<file path="config.mk">
export PLATFORM = sky130hd
export DESIGN_NAME = mm_pd_voter
export DESIGN_NICKNAME = d
export VERILOG_FILES = /design/src/rtl/mm_pd_voter.sv
export SDC_FILE = /design/constraint.sdc
export NUM_CORES = 1
export LEC_CHECK = 0
export CAP_MARGIN = 20
export CORE_MARGIN = 3
export CORE_UTILIZATION = 50
export CTS_BUF_LIST = sky130_fd_sc_hd__clkbuf_16
export CTS_CLUSTER_SIZE = 8
export DETAILED_ROUTE_END_ITERATION = 8
export PLACE_DENSITY_LB_ADDON = 0.3
export SLEW_MARGIN = 20
export SYNTH_ARGS = -nofsm -noshare
export SYNTH_HDL_FRONTEND = slang
export SYNTH_SLANG_ARGS = --single-unit
</file>
<file path="constraint.sdc">
create_clock -name clk -period 8.4 [get_ports clk]
set_input_delay 1.68 -clock clk [delete_from_list [all_inputs] [get_ports clk]]
set_output_delay 1.68 -clock clk [all_outputs]
set_load 0.05 [all_outputs]
</file>
<file path="src/rtl/mm_pd_voter.sv">
// Sign-sign Mueller-Muller phase-vote generator. It forms a ternary early/late vote per sample,
// accumulates the votes over Ndec-vote windows, and hands each window result over valid/ready.
module mm_pd_voter #(
    parameter int Nadc = 8,
    parameter int Nacc = 6,
    parameter int Ndec = 16
) (
    input  logic                   clk,
    input  logic                   rstn,
    input  logic                   en,
    input  logic signed [Nadc-1:0] din,
    input  logic signed [Nadc-1:0] dlev,
    output logic                   pd_valid,
    input  logic                   pd_ready,
    output logic signed [Nacc-1:0] pd_sum,
    output logic signed [1:0]      pd_sign,
    output logic                   ovf
);

    localparam int CntW = $clog2(Ndec);
    localparam logic [CntW-1:0] CntLast = CntW'(Ndec - 1);
    localparam logic signed [Nacc:0] SatHi = (Nacc + 1)'(2 ** (Nacc - 1) - 1);
    localparam logic signed [Nacc:0] SatLo = -SatHi;

    typedef enum logic {
        IDLE,
        ACC
    } state_t;

    state_t                 state, state_next;
    logic [CntW-1:0]        cnt, cnt_next;
    logic signed [Nacc-1:0] acc, acc_next;
    logic                   d_prev_neg, se_prev_neg;

    logic                   d_neg, se_neg, a_neg, b_neg;
    logic signed [Nadc:0]   din_x, dlev_x, err;
    logic signed [1:0]      vote;
    logic signed [Nacc:0]   acc_x, vote_x, sum_x;
    logic signed [Nacc-1:0] acc_sat;
    logic signed [1:0]      sat_sign;
    logic                   hist_load, res_valid, load, xfer;

    // Signs are carried as "is negative" bits; zero counts as +1.
    always_comb begin
        din_x  = {din[Nadc-1], din};
        dlev_x = {dlev[Nadc-1], dlev};
        d_neg  = din[Nadc-1];
        err    = d_neg ? (din_x + dlev_x) : (din_x - dlev_x);
        se_neg = err[Nadc];
        // (se*d_prev - se_prev*d)/2 is zero when both products agree, else the sign of se*d_prev.
        a_neg  = se_neg ^ d_prev_neg;
        b_neg  = se_prev_neg ^ d_neg;
        if (a_neg == b_neg) vote = 2'sd0;
        else if (a_neg)     vote = -2'sd1;
        else                vote = 2'sd1;

        acc_x  = {acc[Nacc-1], acc};
        vote_x = {{(Nacc - 1){vote[1]}}, vote};
        sum_x  = acc_x + vote_x;
        if (sum_x > SatHi)      acc_sat = SatHi[Nacc-1:0];
        else if (sum_x < SatLo) acc_sat = SatLo[Nacc-1:0];
        else                    acc_sat = sum_x[Nacc-1:0];

        if (acc_sat > 0)      sat_sign = 2'sd1;
        else if (acc_sat < 0) sat_sign = -2'sd1;
        else                  sat_sign = 2'sd0;
    end

    // NOTE: every signal is defaulted first so no path through the case leaves a latch.
    always_comb begin
        state_next = state;
        cnt_next   = cnt;
        acc_next   = acc;
        hist_load  = 1'b0;
        res_valid  = 1'b0;
        if (!en) begin
            state_next = IDLE;
            cnt_next   = '0;
            acc_next   = '0;
        end else begin
            unique case (state)
                // An enabled cycle seen in IDLE is the PRIME sample: history only, no vote.
                IDLE: begin
                    hist_load  = 1'b1;
                    state_next = ACC;
                end
                ACC: begin
                    hist_load = 1'b1;
                    if (cnt == CntLast) begin
                        res_valid = 1'b1;
                        cnt_next  = '0;
                        acc_next  = '0;
                    end else begin
                        cnt_next  = cnt + 1'b1;
                        acc_next  = acc_sat;
                    end
                end
                default: state_next = IDLE;
            endcase
        end
    end

    assign xfer = pd_valid && pd_ready;
    assign load = res_valid && (!pd_valid || pd_ready);

    always_ff @(posedge clk) begin
        if (!rstn) begin
            state       <= IDLE;
            cnt         <= '0;
            acc         <= '0;
            d_prev_neg  <= 1'b0;
            se_prev_neg <= 1'b0;
            pd_valid    <= 1'b0;
            pd_sum      <= '0;
            pd_sign     <= '0;
            ovf         <= 1'b0;
        end else begin
            state <= state_next;
            cnt   <= cnt_next;
            acc   <= acc_next;
            if (hist_load) begin
                d_prev_neg  <= d_neg;
                se_prev_neg <= se_neg;
            end else if (!en) begin
                d_prev_neg  <= 1'b0;
                se_prev_neg <= 1'b0;
            end

            // A result arriving against a stalled consumer is dropped and flagged.
            if (load) begin
                pd_valid <= 1'b1;
                pd_sum   <= acc_sat;
                pd_sign  <= sat_sign;
            end else if (xfer) begin
                pd_valid <= 1'b0;
            end
            if (res_valid && pd_valid && !pd_ready) ovf <= 1'b1;
        end
    end

endmodule
</file>
==> impl_metrics.csv <==
group,metric,value,unit
global_route,grt_first_pass_wirelength,6180,microns
clocking,clock_tree_from_tritoncts,"built",
synth,seq_area_frac_synth,27.2,%
synth,synthesized_netlist_cell_count,190,
power_and_ir_drop,part_of_the_power_in_the_clock_network,39.4,%
critical_path,ff_to_ff_setup_slack,5540,ps
synth,ys_types,48,
synth,average_size_of_a_mapped_cell,8.51,sq um
power_and_ir_drop,switching_share,26.9,%
floorplanning,initial_standard_cell_utilization_of_the_core,52.6,%
critical_path,timing.critical_path.depth,19,
floorplanning,placementRows,20,
timing,timing_worst_slew_pin_value,990,ps
finish,flow.area_growth_from_synthesis,23.2,%
worst_hold_path,worst_hold_path_type,"reg2reg",
critical_path,critical_path.max_stage_delay,500,ps
critical_path,timing.critical_path.from_type,"primary input",
timing,timing.final.crit_share,74.6,%
clocking,insertion_delay,250,ps
synth,postSynth.topFlopCell,"sky130_fd_sc_hd__dfxtp_1",
critical_path,critical_path.endpoint_type,"register",
routing,route.detailed.drc,0,
floorplanning,count_of_pins_on_the_block_boundary,30,
routing,num_vias,1425,
critical_path,r2r.worst_path.cells,9,
clocking,cts_root_buf,"sky130_fd_sc_hd__clkbuf_16",
floorplanning,floorplan.core_area,3080,sq um
power_and_ir_drop,power.combinational.fraction,27.4,%
synth,syn_area,1620,sq um
critical_path,worstPathArrival,6430,ps
routing,initialDrtViolationCount,88,
power_and_ir_drop,vdd.ir_drop.worst,0.119,mV
routing,post_drt_via_cell_ratio,5.52,
critical_path,worstPathCellList,"clkdlybuf4s50_1 > nor3_1 > a21oi_1 > xnor2_1 > ha_1 > a21o_1 > a21oi_1 > o21ai_0 > a22o_1 > o21ai_0 > xnor2_1 > ha_1 > xor2_1 > ha_1 > o22ai_1 > nor3_1 > a21oi_1 > maj3_2 > a211oi_2",
synth,yosys-top-cells-area,"sky130_fd_sc_hd__dfxtp_1 (27%), sky130_fd_sc_hd__ha_1 (10%), sky130_fd_sc_hd__a21oi_1 (5.3%)",
timing,fin_ws,2140,ps
global_route,grt.total_usage,18.8,%
global_route,grt_overflow,0,
finish,post_route_cells_drive_above_1_share,7.01,%
power_and_ir_drop,power_per_cell_area,166,nW/um^2
placed_design,place_congestion,0.878,
power_and_ir_drop,total_leakage_power,0.000771,uW
clocking,post_cts_resized,0,
power_and_ir_drop,power.share.sequential,33.3,%
timing,worst_clock_skew,5.22,ps
finish,antenna_cells_inserted,0,
timing,max-slew-margin-rel,33.9,%
floorplanning,area_of_the_die,3950,sq um
critical_path,crit_required,8570,ps
timing,final-hold-violation-count,0,
critical_path,worstPathMaxFanout,13,
global_route,pin_count_of_the_biggest_net_entering_global_routing,16,
finish,finish.net_count,248,
synth,ys_warn_count,0,
placed_design,number_of_port_buffers,29,
synth,postSynth.asyncResetShare,0,%
clocking,h_tree_lvl_count,1,
power_and_ir_drop,reported_net_switching_power,88.9,uW
flow_run,drv.max_cap_violation_count,0,
critical_path,worst_path_max_delay_cell,"sky130_fd_sc_hd__ha_1",
timing,clock.fmax,0.160,GHz
clocking,cts_inserted_buffers,3,
global_route,first_global_vias,1367,
synth,synth_enable_flop_cells,0,
floorplanning,floorplan.die.height,62.9,microns
synth,synth.top_cell.area_share,27.2,%
routing,avgRoutedWirePerCell,13.8,microns
timing,fin_tns_setup,0,ps
clocking,tritoncts_num_sinks,22,
timing,setup_repair_after_global_routing_missed_its_margin,"false",
synth,netlist.top_cell.by_area,"sky130_fd_sc_hd__dfxtp_1",
global_route,grt_antenna_before_repair,0,
synth,ys_ff_latch,22,
timing,slew_violations,0,
clocking,cts_hold_buffers,0,
routing,detailedRoute.firstPassIterationCount,5,
placed_design,preCtsSetupSlack,1950,ps
clocking,clk_pin_slew_worst_paths,60,ps
floorplanning,chipWidth,62.9,microns
critical_path,path_class,"in2reg",
placed_design,dpl.hpwl,2690,microns
timing,report.final.setup_viol,0,
critical_path,path_delay_family,"compound AO/OA/AOI/OAI gates",
clocking,postCtsSetupRepairBufs,0,
routing,antenna_violating_nets_post_route,0,
clocking,maximum_clock_path_buffer_count,2,
timing,period_needed,6260,ps
status,outcome,"finished, final reports clean",
power_and_ir_drop,intPower,242,uW
routing,wirelength,3560,microns
worst_hold_path,hold_path_depth,2,
synth,syn-num-nets,223,
critical_path,worstPathBufferInverterCount,1,
-- state kept, by name, indices dropped and copies added (netlist names) --
signal / cells
pd_sum: 6
d_prev_neg: 1
se_prev_neg: 1
cnt: 4
acc: 6
state: 1
pd_sign: 1
pd_valid: 1
ovf: 1
-- per-stage QoR --
stage | utilization, % | power, uW | instance area, sq um | std cells | hold WS [ps]
2_1_floorplan | - | 181 | 1620 | 190 | 451
4_1_cts | 64.8 | 332 | 1990 | 258 | 480
3_3_place_gp | 61.3 | 197 | 1890 | 254 | 458
5_1_grt | 64.8 | 348 | 1990 | 258 | 524
6_report | 64.8 | 330 | 1990 | 258 | 480
3_5_place_dp | 61.3 | 201 | 1890 | 254 | 466
-- cell families after synthesis --
group	count (synthesis)	share of synthesized area (%)
AOI/OAI and AO/OA	50	21.3
DFF	22	27.2
adders and majority gates	17	12.8
xor gates and xnor gates	15	9.28
and+or+nand+nor	64	20.8
buffers and inverters	20	7.19
muxes	2	1.31
-- path summary, 6_finish.rpt --
path	end	start
min	ovf$_SDFFE_PN0P_	ovf$_SDFFE_PN0P_
max	pd_sum[1]$_SDFFE_PN0P_	dlev[3]
max reg2reg	pd_sum[1]$_SDFFE_PN0P_	d_prev_neg$_SDFF_PN0_
min reg2reg	ovf$_SDFFE_PN0P_	ovf$_SDFFE_PN0P_
-- worst register-to-register path: stages, from the launching register on --
cell and delay, ps:
sky130_fd_sc_hd__dfxtp_1 300, sky130_fd_sc_hd__xnor2_1 220, sky130_fd_sc_hd__ha_1 500, sky130_fd_sc_hd__xor2_1 220
sky130_fd_sc_hd__ha_1 230, sky130_fd_sc_hd__o22ai_1 110, sky130_fd_sc_hd__nor3_1 390, sky130_fd_sc_hd__a21oi_1 250
sky130_fd_sc_hd__maj3_2 380, sky130_fd_sc_hd__a211oi_2 180
-- placed cells by master, fill, tap and decap left out, types with 2 or more instances in the layout --
master	count
sky130_fd_sc_hd__a211oi_1	2
sky130_fd_sc_hd__a21o_1	3
sky130_fd_sc_hd__a21oi_1	17
sky130_fd_sc_hd__a32o_1	2
sky130_fd_sc_hd__and3_1	2
sky130_fd_sc_hd__and4_1	2
sky130_fd_sc_hd__clkbuf_16	3
sky130_fd_sc_hd__clkdlybuf4s50_1	29
sky130_fd_sc_hd__dfxtp_1	22
sky130_fd_sc_hd__ha_1	13
sky130_fd_sc_hd__inv_1	11
sky130_fd_sc_hd__maj3_2	4
sky130_fd_sc_hd__nand2_1	10
sky130_fd_sc_hd__nand2b_1	7
sky130_fd_sc_hd__nand3_1	8
sky130_fd_sc_hd__nor2_1	18
sky130_fd_sc_hd__nor2b_1	2
sky130_fd_sc_hd__nor3_1	7
sky130_fd_sc_hd__o21ai_0	8
sky130_fd_sc_hd__o21ai_1	4
sky130_fd_sc_hd__xnor2_1	6
sky130_fd_sc_hd__xor2_1	8
-- per-layer routing --
metal / up-vias / wire length [microns] / GRT usage (%)
li1: 732 / - / -
met5: - / 0 / 0
met1: 657 / 1590 / 24.0
met4: 0 / 23 / 3.86
met3: 4 / 120 / 4.14
met2: 32 / 1830 / 32.4
-- cell usage after synthesis (all sizes together) (2+ instances only) --
| cell type | number |
|---|---|
| a211oi | 3 |
| a21o | 3 |
| a21oi | 18 |
| a32o | 2 |
| and3 | 2 |
| and4 | 2 |
| buf | 7 |
| clkbuf | 2 |
| dfxtp | 22 |
| ha | 13 |
| inv | 11 |
| maj3 | 4 |
| nand2 | 10 |
| nand2b | 7 |
| nand3 | 9 |
| nor2 | 18 |
| nor2b | 3 |
| nor3 | 7 |
| o21ai | 12 |
| xnor2 | 6 |
| xor2 | 9 |
-- layout make-up --
| cell class | instances | area [sq um] |
|---|---|---|
| clock buffers | 3 | 75.1 |
| clock inverters | 1 | 30.0 |
| well taps | 44 | 55.1 |
| repair buffers | 29 | 290 |
| multi-input cells | 148 | 1060 |
| flip-flops and latches | 22 | 440 |
| fillers | 250 | 1080 |
| inverters | 11 | 41.3 |
-- power by group through the flow --
| stage | combinational, uW | clock (uW) | sequential, uW |
|---|---|---|---|
| after floorplan | 70.7 | 0 | 110 |
| after global placement | 84.6 | 0 | 112 |
| after detailed placement | 89.0 | 0 | 112 |
| after CTS | 90.5 | 132 | 110 |
| after global routing | 102 | 136 | 110 |
| final | 90.4 | 130 | 110 |
No activity file was read; power rests on OpenSTA's default activity.
